==> config.mk <==
export PLATFORM = sky130hd
export DESIGN_NAME = ahb_apb_bridge
export DESIGN_NICKNAME = d
export VERILOG_FILES = /design/src/rtl/ahb_apb_pkg.sv /design/src/rtl/ahb_apb_bridge.sv
export SDC_FILE = /design/constraint.sdc
export NUM_CORES = 1
export LEC_CHECK = 0
export BUFFER_PORTS_ARGS = -buffer_cell sky130_fd_sc_hd__clkbuf_2
export CAP_MARGIN = 5
export CORE_ASPECT_RATIO = 1.2
export CORE_UTILIZATION = 35
export DETAILED_ROUTE_END_ITERATION = 7
export PLACE_DENSITY_LB_ADDON = 0.3
export SETUP_SLACK_MARGIN = 0.2
export SKIP_CTS_REPAIR_TIMING = 1
export SYNTH_ARGS = -nofsm -noshare
export SYNTH_HDL_FRONTEND = slang
export SYNTH_SLANG_ARGS = --single-unit
==> constraint.sdc <==
create_clock -name HCLK -period 5.6 [get_ports HCLK]
set_clock_uncertainty 0.15 [all_clocks]
set_input_delay 1.12 -clock HCLK [delete_from_list [all_inputs] [get_ports HCLK]]
set_output_delay 1.12 -clock HCLK [all_outputs]
set_load 0.05 [all_outputs]
==> src/rtl/ahb_apb_pkg.sv <==
// Shared types and AHB encodings for the AHB-lite to APB bridge.
package ahb_apb_pkg;

   // Bridge FSM states
   typedef enum logic [2:0] {
      StIdle,
      StSetup,
      StAccess,
      StErr1,
      StErr2
   } state_e;

   // HTRANS encodings
   localparam logic [1:0] HtransIdle   = 2'b00;
   localparam logic [1:0] HtransBusy   = 2'b01;
   localparam logic [1:0] HtransNonseq = 2'b10;
   localparam logic [1:0] HtransSeq    = 2'b11;

   // HRESP encodings
   localparam logic RespOkay  = 1'b0;
   localparam logic RespError = 1'b1;

endpackage

==> src/rtl/ahb_apb_bridge.sv <==
// AHB-lite slave to APB master bridge: one APB SETUP/ACCESS per AHB single transfer,
// AHB data phase stalled while APB is busy, PSLVERR/timeout mapped to a 2-cycle ERROR.
module ahb_apb_bridge
   import ahb_apb_pkg::*;
#(
   parameter int unsigned ADDR_W  = 32,
   parameter int unsigned DATA_W  = 32,
   parameter int unsigned PADDR_W = 16,
   parameter int unsigned TIMEOUT = 16
) (
   input  logic               HCLK,
   input  logic               HRESETn,
   input  logic               HSEL,
   input  logic [ADDR_W-1:0]  HADDR,
   input  logic [1:0]         HTRANS,
   input  logic               HWRITE,
   input  logic [DATA_W-1:0]  HWDATA,
   input  logic               HREADY,
   output logic               HREADYOUT,
   output logic               HRESP,
   output logic [DATA_W-1:0]  HRDATA,
   output logic               PSEL,
   output logic               PENABLE,
   output logic [PADDR_W-1:0] PADDR,
   output logic               PWRITE,
   output logic [DATA_W-1:0]  PWDATA,
   input  logic [DATA_W-1:0]  PRDATA,
   input  logic               PREADY,
   input  logic               PSLVERR
);

   localparam int unsigned CNT_W = (TIMEOUT > 1) ? $clog2(TIMEOUT) : 1;
   localparam logic [CNT_W-1:0] CNT_LAST = CNT_W'(TIMEOUT - 1);

   state_e              state_q;
   logic [CNT_W-1:0]    cnt_q;
   logic                hreadyout_q;
   logic                hresp_q;
   logic [DATA_W-1:0]   hrdata_q;
   logic                psel_q;
   logic                penable_q;
   logic [PADDR_W-1:0]  addr_q;
   logic                write_q;

   logic valid;
   logic timeout_hit;
   logic unused_in;

   assign valid       = HSEL & HREADY & HTRANS[1];
   assign timeout_hit = (TIMEOUT != 0) && (cnt_q == CNT_LAST);

   // Upper address bits and HTRANS[0] do not affect the APB side
   assign unused_in = ^{HADDR[ADDR_W-1:PADDR_W], HTRANS[0]};

   // Write data is safe to pass through: the master holds HWDATA while we stall
   assign PWDATA    = HWDATA;
   assign HREADYOUT = hreadyout_q;
   assign HRESP     = hresp_q;
   assign HRDATA    = hrdata_q;
   assign PSEL      = psel_q;
   assign PENABLE   = penable_q;
   assign PADDR     = addr_q;
   assign PWRITE    = write_q;

   // Bridge FSM with registered AHB/APB outputs and ACCESS timeout counter
   always_ff @(posedge HCLK or negedge HRESETn) begin
      if (!HRESETn) begin
         state_q     <= StIdle;
         cnt_q       <= '0;
         hreadyout_q <= 1'b1;
         hresp_q     <= RespOkay;
         hrdata_q    <= '0;
         psel_q      <= 1'b0;
         penable_q   <= 1'b0;
         addr_q      <= '0;
         write_q     <= 1'b0;
      end else begin
         unique case (state_q)
            // ERR2 is the second error cycle but accepts a new address phase like IDLE
            StIdle, StErr2: begin
               if (valid) begin
                  state_q     <= StSetup;
                  cnt_q       <= '0;
                  hreadyout_q <= 1'b0;
                  hresp_q     <= RespOkay;
                  psel_q      <= 1'b1;
                  penable_q   <= 1'b0;
                  addr_q      <= HADDR[PADDR_W-1:0];
                  write_q     <= HWRITE;
               end else begin
                  state_q     <= StIdle;
                  hreadyout_q <= 1'b1;
                  hresp_q     <= RespOkay;
               end
            end
            StSetup: begin
               state_q   <= StAccess;
               penable_q <= 1'b1;
            end
            StAccess: begin
               cnt_q <= cnt_q + CNT_W'(1);
               if (PREADY) begin
                  psel_q    <= 1'b0;
                  penable_q <= 1'b0;
                  if (PSLVERR) begin
                     state_q <= StErr1;
                     hresp_q <= RespError;
                  end else begin
                     state_q     <= StIdle;
                     hreadyout_q <= 1'b1;
                     if (!write_q) begin
                        hrdata_q <= PRDATA;
                     end
                  end
               end else if (timeout_hit) begin
                  // Abandon the APB access; a late PREADY lands in ERR1 and is ignored
                  state_q   <= StErr1;
                  psel_q    <= 1'b0;
                  penable_q <= 1'b0;
                  hresp_q   <= RespError;
               end
            end
            StErr1: begin
               state_q     <= StErr2;
               hreadyout_q <= 1'b1;
               hresp_q     <= RespError;
            end
            default: begin
               state_q     <= StIdle;
               hreadyout_q <= 1'b1;
               hresp_q     <= RespOkay;
               psel_q      <= 1'b0;
               penable_q   <= 1'b0;
            end
         endcase
      end
   end

endmodule

==> impl_metrics.env <==
export IMPL_via_per_inst=4.74
export IMPL_cpPeakStageDelay_ps=930
export IMPL_grt_pass1_vias=1741
export IMPL_grt_setup_unrepaired="false"
export IMPL_synth_area_per_cell_um2=14.3
export IMPL_synth_edf_count=0
export IMPL_irDropWorstVdd_uv=356
export IMPL_cts_tree="built"
export IMPL_initialDrtViolationCount=53
export IMPL_ctsRootBufferMaster="clkbuf_8"
export IMPL_layout_min_cycle_time_ps=2710
export IMPL_cp_start_kind="flop"
export IMPL_hold_slack_ps=354
export IMPL_path_class="reg2reg"
export IMPL_r2r_start="state_q[0]"
export IMPL_grt_antenna_before_repair=0
export IMPL_core_region_area_um2=7710
export IMPL_worst_slew_pin_slew_ps=1030
export IMPL_insertion_delay_ps=320
export IMPL_num_rows=35
export IMPL_clk_path_buf_depth=2
export IMPL_hp_start="PADDR[2]"
export IMPL_drt_pass1_iter_count=4
export IMPL_synthFlopType="dfrtp_1"
export IMPL_drv_cap=0
export IMPL_ys_types=35
export IMPL_path_cells="or3b_1, or3_2, mux2_4"
export IMPL_synth_seq_cells=60
export IMPL_wire_per_inst_um=14.1
export IMPL_grtUsageTotal=0.129
export IMPL_numClockSinks=60
export IMPL_critPathRequiredTime_ps=5650
export IMPL_gp_congestion=0.715
export IMPL_numPortBuffers=108
export IMPL_io_pins=190
export IMPL_die_area_um2=8350
export IMPL_cp_slowest_cell="or3_2"
export IMPL_grt_pass1_wl_um=8340
export IMPL_vias=1745
export IMPL_cts_made_buffers=9
export IMPL_synth_top_area_share=0.528
export IMPL_drcViolationCount=0
export IMPL_critPathTopFamily="simple AND/OR/NAND/NOR gates"
export IMPL_diodes=0
export IMPL_yosysTopAreaCell="dfrtp_1"
export IMPL_top_layer="met4"
export IMPL_path_buf_inv=0
export IMPL_post_dp_hpwl_um=3580
export IMPL_worstHoldPathType="reg2reg"
export IMPL_routed_wl_um=5200
export IMPL_syn_to_final_growth_pct=18.3
export IMPL_powerDensity_nw_per_um2=726
export IMPL_grt_max_degree=61
export IMPL_finalNetCount=379
export IMPL_wl_met2_um=2610
export IMPL_drive_above_1_share=0.630
export IMPL_timing_fmax_ghz=0.369
export IMPL_drv_slew=0
export IMPL_fin_crit_sh=0.484
export IMPL_setup_viol=0
export IMPL_yosys_warnings=0
export IMPL_fp_dieH_um=99.9
export IMPL_clk_pin_slew_ps=60
export IMPL_synthArstFlopShare=1.00
export IMPL_htree_levels=3
export IMPL_worst_path_max_fanout=32
export IMPL_finalHoldViolations=0
export IMPL_cellLeakagePower_uw=0.00176
export IMPL_m1WireLength_um=2140
export IMPL_end_kind="flop"
export IMPL_seq_area_frac_synth=0.538
export IMPL_antenna_left=0
export IMPL_syn_area_um2=2800
export IMPL_crit_start="state_q[0]"
export IMPL_final_cells=368
export IMPL_synth_cells=195
export IMPL_relSlewSlack=0.313
export IMPL_die_w_um=83.6
export IMPL_gr_total_overflow=0
export IMPL_crit_arrival_ps=2760
export IMPL_dp_cells=354
export IMPL_synth_area_leaders="dfrtp_1 (53%), mux2_4 (16%), buf_4 (8.6%), mux2_2 (7.7%), buf_12 (2.1%)"
export IMPL_setup_tns_ps=0
export IMPL_start_util=0.363
export IMPL_synth_net_count=301
export IMPL_route_met3_wl_um=342
export IMPL_status="completed"
## final cells by class
class | count | area, um2
inverters | 3 | 11.3
clock buffers | 12 | 155
multi-input cells | 90 | 940
repair buffers | 109 | 548
well taps | 92 | 115
flip-flops and latches | 60 | 1500
fillers | 740 | 4400
clock inverters | 2 | 35.0
## worst paths after layout
check                                  end  slack [ps]  cells after the start
worst max-delay path            HRDATA[30]        2890                      3
worst max register to register  HRDATA[30]        2890                      3
worst min register to register    PADDR[2]         350                      1
min in group asynchronous        HRDATA[0]         800                      2
worst min-delay path              PADDR[2]         350                      1
max in group asynchronous         cnt_q[0]        4000                      2
## power breakdown
group          switching [uW]  total [uW]  internal [uW]
logic                     863        1250            387
clock network             152         377            224
registers                 134         776            642
total                    1150        2400           1250
## through the flow
step | setup WS (ps) | utilization | power (uW) | area (um2)
CTS | 2870 | 0.429 | 2440 | 3310
floorplan | 3040 | - | 1830 | 2800
finish | 2890 | 0.429 | 2400 | 3310
global placement | 2580 | 0.404 | 2020 | 3120
global route | 2800 | 0.429 | 2520 | 3310
detailed placement | 2560 | 0.404 | 2040 | 3120
## worst register-to-register path, delay by kind of cell, from the launching register on
family        cells  cell delay (ps)
flops             1              510
mux               1              470
simple gates      2             1460
## flip-flops by register name, indices dropped and copies added, names as in the netlist
name	flops
PSEL	1
HRESP	1
cnt_q	4
state_q	3
PADDR	16
HRDATA	32
HREADYOUT	1
PENABLE	1
PWRITE	1
## cell families (layout without fill, tap and decap cells)
| kind of cell | Yosys count | after routing | share of synthesized area |
|---|---|---|---|
| buf+inv | 45 | 126 | 0.127 |
| simple gates | 21 | 21 | 0.0466 |
| flops | 60 | 60 | 0.538 |
| compound gates | 18 | 18 | 0.0434 |
| fa+ha+maj | 1 | 1 | 0.00448 |
| mux | 50 | 50 | 0.241 |
## cell usage after synthesis, types with 2 or more instances
cell type,instances
a211oi_1,2
a21oi_1,3
a31oi_1,3
buf_1,2
buf_12,3
buf_4,32
buf_6,2
clkbuf_1,2
dfrtp_1,59
inv_1,3
mux2_2,19
mux2_4,30
nand2b_1,2
nand3_1,2
nand4b_1,2
nor2_1,3
nor2b_1,3
nor3b_1,3
o21ai_0,4
## cells in the final DEF, fill, tap and decap left out
cell / instances
a21oi_1: 3
dfrtp_1: 59
clkbuf_1: 1
dfstp_2: 1
and2_1: 1
o32ai_1: 1
nor2b_1: 3
a211oi_1: 2
nor2_1: 3
nand4b_1: 2
clkbuf_2: 108
mux2_2: 19
buf_4: 1
nand3b_1: 1
ha_1: 1
a31oi_1: 3
nor3_1: 1
inv_1: 3
o31a_1: 1
a31o_2: 1
a311o_1: 1
bufinv_16: 1
nand2_1: 1
nor3b_1: 3
clkinv_2: 1
mux2i_1: 1
a22oi_1: 1
or3b_1: 1
o21ai_0: 4
o311ai_0: 1
nand3_1: 2
clkbuf_8: 11
mux2_4: 30
or3_2: 1
nand2b_1: 2
## metal layers
metal  vias up  global-route usage
met5         -                   0
met3        14              0.0469
li1        803                   -
met2        75               0.213
met4         0              0.0665
met1       853               0.147
(Power assumes the default switching activity.)
